===== src/rtl/run_length_tx_pkg.sv =====
// Shared definitions for the run-length transmitter and its run tracker.
package run_length_tx_pkg;

   // Default detector threshold, shared with the detector bench.
   localparam int unsigned DEF_DETECT_N = 4;

   // Token sequencer states.
   typedef enum logic {
      ST_IDLE = 1'b0,
      ST_EMIT = 1'b1
   } state_t;

endpackage


===== src/rtl/run_length_tx_run_tracker.sv =====
// Run tracker: counts consecutive equal valid bits on a serial line (saturating
// at DETECT_N) and predicts when a DETECT_N-run detector must assert.
// w / w_valid are the values being loaded into the serial-line register this
// edge, so run_cnt and z_expect line up with the registered line itself.
module run_tracker
   import run_length_tx_pkg::*;
#(
   parameter int unsigned DETECT_N = DEF_DETECT_N,
   parameter int unsigned RUN_W    = $clog2(DETECT_N + 1)
) (
   input  logic             clock,
   input  logic             rst,
   input  logic             w,
   input  logic             w_valid,
   output logic [RUN_W-1:0] run_cnt,
   output logic             z_expect
);

   logic             w_q;
   logic             w_valid_q;
   logic [RUN_W-1:0] cnt_d;

   // Next count: extend a matching gap-free run, restart on change, clear on gap.
   always_comb begin
      cnt_d = '0;
      if (w_valid) begin
         if (w_valid_q && (w == w_q)) begin
            cnt_d = (run_cnt == RUN_W'(DETECT_N)) ? run_cnt : run_cnt + RUN_W'(1);
         end else begin
            cnt_d = RUN_W'(1);
         end
      end
   end

   // Local copy of the line plus the run count register.
   always_ff @(posedge clock or negedge rst) begin
      if (!rst) begin
         w_q       <= 1'b0;
         w_valid_q <= 1'b0;
         run_cnt   <= '0;
      end else begin
         w_q       <= w;
         w_valid_q <= w_valid;
         run_cnt   <= cnt_d;
      end
   end

   assign z_expect = (run_cnt == RUN_W'(DETECT_N)) && w_valid_q;

endmodule


===== src/rtl/run_length_tx.sv =====
// Serial run-length transmitter: turns (bit, length) tokens into runs of
// identical bits on w, with a registered detector-output prediction.
module run_length_tx
   import run_length_tx_pkg::*;
#(
   parameter int unsigned LEN_W    = 4,
   parameter int unsigned DETECT_N = DEF_DETECT_N,
   parameter int unsigned RUN_W    = $clog2(DETECT_N + 1)
) (
   input  logic             clock,
   input  logic             rst,
   input  logic             in_valid,
   input  logic             in_bit,
   input  logic [LEN_W-1:0] in_len,
   output logic             in_ready,
   output logic             w,
   output logic             w_valid,
   output logic             run_done,
   output logic             z_expect
);

   state_t           state, state_d;
   logic [LEN_W-1:0] remaining, remaining_d;
   logic             w_d, w_valid_d;
   logic             accept;
   logic             last_bit;
   logic [RUN_W-1:0] run_cnt;
   logic             z_trk;

   assign last_bit = (state == ST_EMIT) && (remaining == '0);
   assign in_ready = (state == ST_IDLE) || last_bit;
   assign accept   = in_valid && in_ready;
   assign run_done = last_bit;

   // Next-state / next-line logic; a token taken on the last bit reloads with no bubble.
   always_comb begin
      state_d     = state;
      remaining_d = remaining;
      w_d         = w;
      w_valid_d   = w_valid;
      case (state)
         ST_IDLE: begin
            w_valid_d = 1'b0;
            if (accept && (in_len != '0)) begin
               w_d         = in_bit;
               w_valid_d   = 1'b1;
               remaining_d = in_len - LEN_W'(1);
               state_d     = ST_EMIT;
            end
         end
         ST_EMIT: begin
            if (remaining != '0) begin
               remaining_d = remaining - LEN_W'(1);
            end else if (accept && (in_len != '0)) begin
               w_d         = in_bit;
               w_valid_d   = 1'b1;
               remaining_d = in_len - LEN_W'(1);
            end else begin
               w_valid_d = 1'b0;
               state_d   = ST_IDLE;
            end
         end
         default: begin
            state_d   = ST_IDLE;
            w_valid_d = 1'b0;
         end
      endcase
   end

   // Sequencer state and serial-line registers.
   always_ff @(posedge clock or negedge rst) begin
      if (!rst) begin
         state     <= ST_IDLE;
         remaining <= '0;
         w         <= 1'b0;
         w_valid   <= 1'b0;
      end else begin
         state     <= state_d;
         remaining <= remaining_d;
         w         <= w_d;
         w_valid   <= w_valid_d;
      end
   end

   run_tracker #(
      .DETECT_N (DETECT_N),
      .RUN_W    (RUN_W)
   ) u_run_tracker (
      .clock    (clock),
      .rst      (rst),
      .w        (w_d),
      .w_valid  (w_valid_d),
      .run_cnt  (run_cnt),
      .z_expect (z_trk)
   );

   // Both tracker outputs agree by construction; combining them keeps the count in use here.
   assign z_expect = z_trk && (run_cnt == RUN_W'(DETECT_N));

endmodule


===== config.mk =====
export PLATFORM = sky130hd
export DESIGN_NAME = run_length_tx
export DESIGN_NICKNAME = d
export VERILOG_FILES = /design/src/rtl/run_length_tx_pkg.sv /design/src/rtl/run_length_tx_run_tracker.sv /design/src/rtl/run_length_tx.sv
export SDC_FILE = /design/constraint.sdc
export NUM_CORES = 1
export LEC_CHECK = 0
export CORE_UTILIZATION = 45
export CTS_CLUSTER_SIZE = 40
export DETAILED_ROUTE_END_ITERATION = 7
export HOLD_SLACK_MARGIN = 0.08
export PLACE_DENSITY_LB_ADDON = 0.2
export SKIP_LAST_GASP = 1
export SYNTH_ARGS = -nofsm -noshare
export SYNTH_HDL_FRONTEND = slang
export SYNTH_SLANG_ARGS = --single-unit

===== constraint.sdc =====
create_clock -name clock -period 1.9 [get_ports clock]
set_input_delay 0.19 -clock clock [delete_from_list [all_inputs] [get_ports clock]]
set_output_delay 0.19 -clock clock [all_outputs]
set_load 0.005 [all_outputs]

==> results of run 1 <==
registers in the layout, indices dropped and copies added (netlist names):
register and flops:
remaining 4, state 1, u_run_tracker.run_cnt 3, u_run_tracker.w_q 1, u_run_tracker.w_valid_q 1
cell usage after synthesis:
cell      count  area [um2]
a21o_1        1        7.51
a21oi_1       2        10.0
a221o_1       1        10.0
a221oi_1      1        8.76
a311oi_1      1        8.76
and2_4        1        8.76
and3_1        2        12.5
dfrtp_1      10         250
ha_1          4        50.1
inv_1        10        37.5
inv_4         1        6.26
mux2_2        2        22.5
mux2i_1       2        20.0
nand2_1       3        11.3
nand2b_4      1        13.8
nand3_1       2        10.0
nand3b_1      1        7.51
nand4b_1      1        8.76
nor2_1        6        22.5
nor2b_1       2        12.5
nor3_1        3        15.0
nor3b_1       2        15.0
nor3b_2       1        12.5
o21a_1        2        15.0
o21a_4        1        15.0
o21ai_0       4        20.0
xnor2_1       3        26.3
xor2_1        1        8.76
layout make-up:
cell class	count	area (um2)	share of cell area
inverter	11	43.8	0.0463
multi-input combinational	50	393	0.415
tap	15	18.8	0.0198
timing repair buffer	23	204	0.216
sequential	10	250	0.265
clock buffer	4	36.3	0.0384
repair_timing:
item,CTS,global route
setup buffers,3,0
endpoints found under the setup margin,3,2
pin swaps,2,0
gates resized for setup,7,2
worst register-to-register path, stage by stage, from the launching register on:
cell and delay [ps]:
dfrtp_1 400, inv_2 80, ha_4 150, nand2b_4 60, o21a_4 230, buf_4 160, o21ai_0 270, nor3_1 100
routing by layer:
metal / part of all wire / up-vias
met5: 0 / -
met4: 0.0049 / 0
met3: 0.038 / 2
met2: 0.46 / 10
met1: 0.50 / 254
li1: - / 300
stage by stage:
step | utilization | cells | hold slack [ps] | TNS, ps | setup WS, ps
floorplan | - | 71 | -106 | 0 | 315
global placement | 0.649 | 106 | 541 | -8.43 | -8.43
detailed placement | 0.649 | 106 | 542 | -209 | -84.7
CTS | 0.704 | 113 | 242 | 0 | 39.4
global route | 0.709 | 113 | 283 | -3.71 | -3.71
finish | 0.709 | 113 | 231 | 0 | 65.5
cell families (layout without fill, tap and decap cells):
| logic type | Yosys count | after routing | share of synthesized area |
|---|---|---|---|
| buffers and inverters | 11 | 38 | 0.0657 |
| XOR/XNOR | 4 | 4 | 0.0525 |
| multiplexers | 4 | 4 | 0.0638 |
| flip-flops | 10 | 10 | 0.375 |
| AND/OR/NAND/NOR | 25 | 25 | 0.225 |
| adder cells (fa/ha/maj) | 4 | 4 | 0.0750 |
| AO/OA/AOI/OAI | 13 | 13 | 0.143 |
worst paths after layout:
| kind | startpoint | to | slack [ps] | cells after the start |
|---|---|---|---|---|
| setup / recovery | u_run_tracker.run_cnt[0] | z_expect | 70 | 4 |
| hold / removal | rst | remaining[2] | 230 | 1 |
| setup reg to reg | remaining[1] | u_run_tracker.run_cnt[2] | 330 | 7 |
| hold reg to reg | u_run_tracker.w_valid_q | u_run_tracker.w_valid_q | 560 | 1 |
| max in group asynchronous | rst | u_run_tracker.w_valid_q | 1350 | 1 |
| min in group clock | u_run_tracker.w_valid_q | u_run_tracker.w_valid_q | 560 | 1 |
power breakdown:
part	switching (W)	internal (W)	leakage (nW)	total, W
clock network	0.0000898	0.000116	0.0210	0.000206
logic	0.000300	0.000393	0.313	0.000693
registers	0.0000885	0.000311	0.120	0.000400
total	0.000478	0.000821	0.454	0.00130
==> flow_metrics.py, run 1 <==
metrics = {
    "run_status": {
        "status": "finished, final reports clean",
    },
    "clock_tree": {
        "clock_sinks": 10,
        "cts_made_buffers": 3,
        "h-tree-depth": 1,
        "clockBufferDepth": 2,
        "clock-root-buffer": "clkbuf_4",
        "insertion_delay_ps": 270,
        "hold_buffers": 0,
        "cts_tree": "built",
        "cts.clk_slew.worst_paths_ps": 80,
    },
    "global_routing": {
        "use_met2": 0.294,
        "grt_pass1_wl_mm": 2.27,
        "grtUsageMet1": 0.325,
        "grt-busiest-layer": "met1",
        "overflow": 0,
        "antenna_found_initial": 0,
        "groute.usage.overall": 0.219,
        "gr-usage-met3": 0.0500,
        "grt_pass1_vias": 499,
        "grt_max_degree": 11,
    },
    "route": {
        "wl_mm": 1.42,
        "vias": 566,
        "avgRoutedWirePerCell_um": 12.6,
        "first_iter_violations": 5,
        "viasPerCell": 5.01,
        "ant_nets": 0,
        "drc_errors": 0,
        "first_pass_iters": 4,
    },
    "floorplan": {
        "initial_core_util": 0.500,
        "die_w_um": 40.5,
        "die_area_um2": 1640,
        "core_um2": 1330,
        "rows": 13,
        "fp.dieH_um": 40.5,
        "io_pins": 13,
    },
    "worst_setup_path": {
        "arrival_ps": 1640,
        "cp_top_family": "buffers and inverters",
        "cp.buffers_inverters": 2,
        "critPathMaxFanout": 4,
        "cp-start-kind": "flip-flop",
        "critical-path-slowest-cell": "clkdlybuf4s50_1",
        "cpPeakStageDelay_ps": 490,
        "crit_path_end_kind": "output port",
        "cp_cell_sequence": "inv_2, ha_2, and3_4, clkdlybuf4s50_1",
        "cp_data_required_time_ps": 1710,
        "crit_type": "flip-flop to output port",
    },
    "timing": {
        "worst-slew-pin-transition_ps": 470,
        "slew_headroom": 0.686,
        "fin_crit_sh": 0.966,
        "hold_viol": 0,
        "rsz0062_at_grt": "yes",
        "fmax_mhz": 545,
        "fin_worst_skew_ps": 3.42,
        "finalMaxSlewViolations": 0,
        "finalSetupViolCount": 0,
        "fin_crit_ps": 1830,
    },
    "power_and_ir_drop": {
        "max-vdd-ir-drop_mv": 0.843,
        "power.leakage_nw": 0.454,
        "pwr_density_cell_nw_per_um2": 1370,
        "power.total_w": 0.00130,
    },
    "job": {
        "maxCapViolations": 0,
    },
    "synth": {
        "syn_avg_cell_area_um2": 9.39,
        "synthesis.nets": 83,
        "synth_warnings": 0,
        "syn-instance-count": 71,
        "ys_seq_elements": 10,
        "seq_area_frac_synth": 0.375,
        "ys_types": 28,
        "synth_area_um2": 667,
    },
    "finish": {
        "areaGrowthSynthToFinish_pct": 41.8,
        "final_nets": 111,
        "fillerInstances": 99,
        "antenna_cells": 0,
        "final_cell_mix": "buf_4 (11), clkdlybuf4s50_1 (10), dfrtp_1 (10)",
        "drive_gt1_frac": 0.286,
        "final_common_cell": "buf_4",
        "fin_area_um2": 946,
    },
    "worst_hold_path": {
        "hold_class": "input port to asynchronous set/reset pin",
    },
    "placed_design": {
        "port_buffers": 12,
        "dp_hpwl_mm": 1.03,
        "place.gp.congestion": 0.758,
        "dpl_cell_area_um2": 866,
    },
}
Power figures use the tool's default switching activity.
==> inputs of run 2 (changes only) <==
Settings changed: CORE_MARGIN set to 5, CTS_CLUSTER_SIZE 40 to 16.
==> run 2 against run 1 <==
Net effect:
- combinational power rose by 2%
- register-to-register slack got worse by 90 ps
- non-clock buffer count fell by 1
- setup slack improved by 2.0 ps
- total power fell by 3.5%
- sequential power barely moved
- flip-flop and latch count did not move
- count of clock-buffer cells in the layout fell by 1
- cell area fell by 2.2%
- critical path type unchanged
==> flow_metrics.py, run 2 (synthesis gave the netlist of run 1 again) <==
metrics = {
    "power_and_ir_drop": {
        "power.total_w": 0.00125,
        "pwr_density_cell_nw_per_um2": 1360,
        "pwr-share-seq": 0.318,
        "p_comb_frac": 0.563,
        "p_clk_frac": 0.119,
        "swShare": 0.386,
        "max-vdd-ir-drop_mv": 0.968,
        "power.internal_w": 0.000770,
        "power.leakage_nw": 0.442,
        "power.switching_w": 0.000483,
    },
    "floorplan": {
        "fp.dieH_um": 48.5,
        "core_um2": 1350,
        "rows": 13,
        "die_w_um": 48.5,
        "die_area_um2": 2350,
        "io_pins": 13,
        "initial_core_util": 0.494,
    },
    "worst_setup_path": {
        "critical-path-slowest-cell": "clkdlybuf4s50_1",
        "r2r_cells": 7,
        "worst-r2r-setup-slack_ps": 240,
        "cpPeakStageDelay_ps": 500,
        "r2r_end": "u_run_tracker.run_cnt[2]",
        "cp.buffers_inverters": 2,
        "cp_top_family": "buffers and inverters",
        "arrival_ps": 1640,
        "cp-start-kind": "flip-flop",
        "critPathMaxFanout": 4,
        "cp_cell_sequence": "inv_2, ha_2, and3_4, clkdlybuf4s50_1",
        "worstReg2RegStart": "remaining[0]",
        "cp_data_required_time_ps": 1710,
        "crit_type": "flip-flop to output port",
        "crit_path_end_kind": "output port",
    },
    "clock_tree": {
        "cts_tree": "built",
        "insertion_delay_ps": 260,
        "clock_sinks": 10,
        "clockBufferDepth": 2,
        "h-tree-depth": 1,
        "hold_buffers": 0,
        "cts.clk_slew.worst_paths_ps": 70,
        "cts_made_buffers": 3,
        "clock-root-buffer": "clkbuf_4",
    },
    "timing": {
        "fin_worst_skew_ps": 1.73,
        "whs_ps": 246,
        "worst-slew-pin-transition_ps": 471,
        "fin_crit_ps": 1830,
        "setup_tns_ps": 0,
        "hold_viol": 0,
        "fmax_mhz": 546,
        "finalSetupViolCount": 0,
        "fin_crit_sh": 0.965,
        "finalMaxSlewViolations": 0,
        "rsz0062_at_grt": "no",
        "slew_headroom": 0.685,
    },
    "global_routing": {
        "grt_max_degree": 11,
        "antenna_found_initial": 0,
        "grt_pass1_wl_mm": 2.70,
        "groute.usage.overall": 0.141,
        "grt_pass1_vias": 632,
        "overflow": 0,
    },
    "route": {
        "drc_errors": 0,
        "avgRoutedWirePerCell_um": 14.0,
        "vias": 574,
        "first_pass_iters": 3,
        "ant_nets": 0,
        "wl_mm": 1.55,
        "viasPerCell": 5.17,
        "first_iter_violations": 9,
    },
    "finish": {
        "final_cells": 111,
        "final_nets": 110,
        "areaGrowthSynthToFinish_pct": 38.6,
        "antenna_cells": 0,
        "fillerInstances": 120,
        "largest_reg_flops": 4,
        "reg.largest.list": "remaining (4), u_run_tracker.run_cnt (3)",
        "top_register": "remaining",
        "drive_gt1_frac": 0.271,
        "final_cell_mix": "clkdlybuf4s50_1 (10), buf_4 (10), dfrtp_1 (10)",
    },
    "job": {
        "maxCapViolations": 0,
    },
    "run_status": {
        "status": "finished, final reports clean",
    },
    "placed_design": {
        "placed_cells": 106,
        "place.gp.congestion": 0.792,
        "dp_hpwl_mm": 1.15,
        "port_buffers": 12,
    },
    "worst_hold_path": {
        "hold_class": "input port to asynchronous set/reset pin",
    },
}
run 2: per-stage QoR:
stage	setup WS [ps]	area, um2	utilization
finish	67.4	925	0.685
floorplan	315	667	-
global route	8.03	925	0.685
global placement	-2.69	866	0.641
detailed placement	-37.4	866	0.641
CTS	38.0	917	0.679
run 2: worst max path at each step:
stage | start | end | slack, ps | cells past startpoint
floorplan | remaining[0] | u_run_tracker.w_q | 310 | 7
global placement | in_len[0] | u_run_tracker.w_q | -3 | 7
detailed placement | in_len[0] | u_run_tracker.w_q | -40 | 7
CTS | u_run_tracker.run_cnt[0] | z_expect | 40 | 4
global route | u_run_tracker.run_cnt[0] | z_expect | 8 | 4
finish | u_run_tracker.run_cnt[0] | z_expect | 70 | 4
run 2: power groups by stage:
stage	sequential (W)	clock (W)	combinational, W
3_5_place_dp	0.000397	0	0.000625
5_1_grt	0.000419	0.000157	0.000791
4_1_cts	0.000396	0.000158	0.000694
2_1_floorplan	0.000384	0	0.000409
3_3_place_gp	0.000396	0	0.000604
6_report	0.000399	0.000149	0.000706
run 2: per-layer routing:
layer  part of all wire  GRT usage  vias up  wire length, um
met5                  0          0        -                0
met1               0.47      0.182      268              728
met2               0.49      0.235        8              760
met4              0.012     0.0404        0               18
li1                   -          -      296                -
met3              0.030     0.0306        2               47
run 2: what timing repair did:
| item | in CTS | in global routing |
|---|---|---|
| setup buffers | 2 | 0 |
| setup endpoints to repair | 3 | 2 |
| resized for setup | 7 | 2 |
| pin swaps | 1 | 0 |
run 2: layout make-up:
| class | count | area, um2 | area share |
|---|---|---|---|
| flip-flops and latches | 10 | 250 | 0.271 |
| inverters | 11 | 43.8 | 0.0474 |
| clock buffers | 3 | 22.5 | 0.0244 |
| multi-input cells | 50 | 393 | 0.425 |
| repair buffers | 22 | 196 | 0.212 |
| well taps | 15 | 18.8 | 0.0203 |
==> inputs of run 3 (changes only) <==
Settings changed: SLEW_MARGIN set to 20.
==> results of run 3 <==
Same layout as run 2: the final DEF is identical, and so are final timing and power.
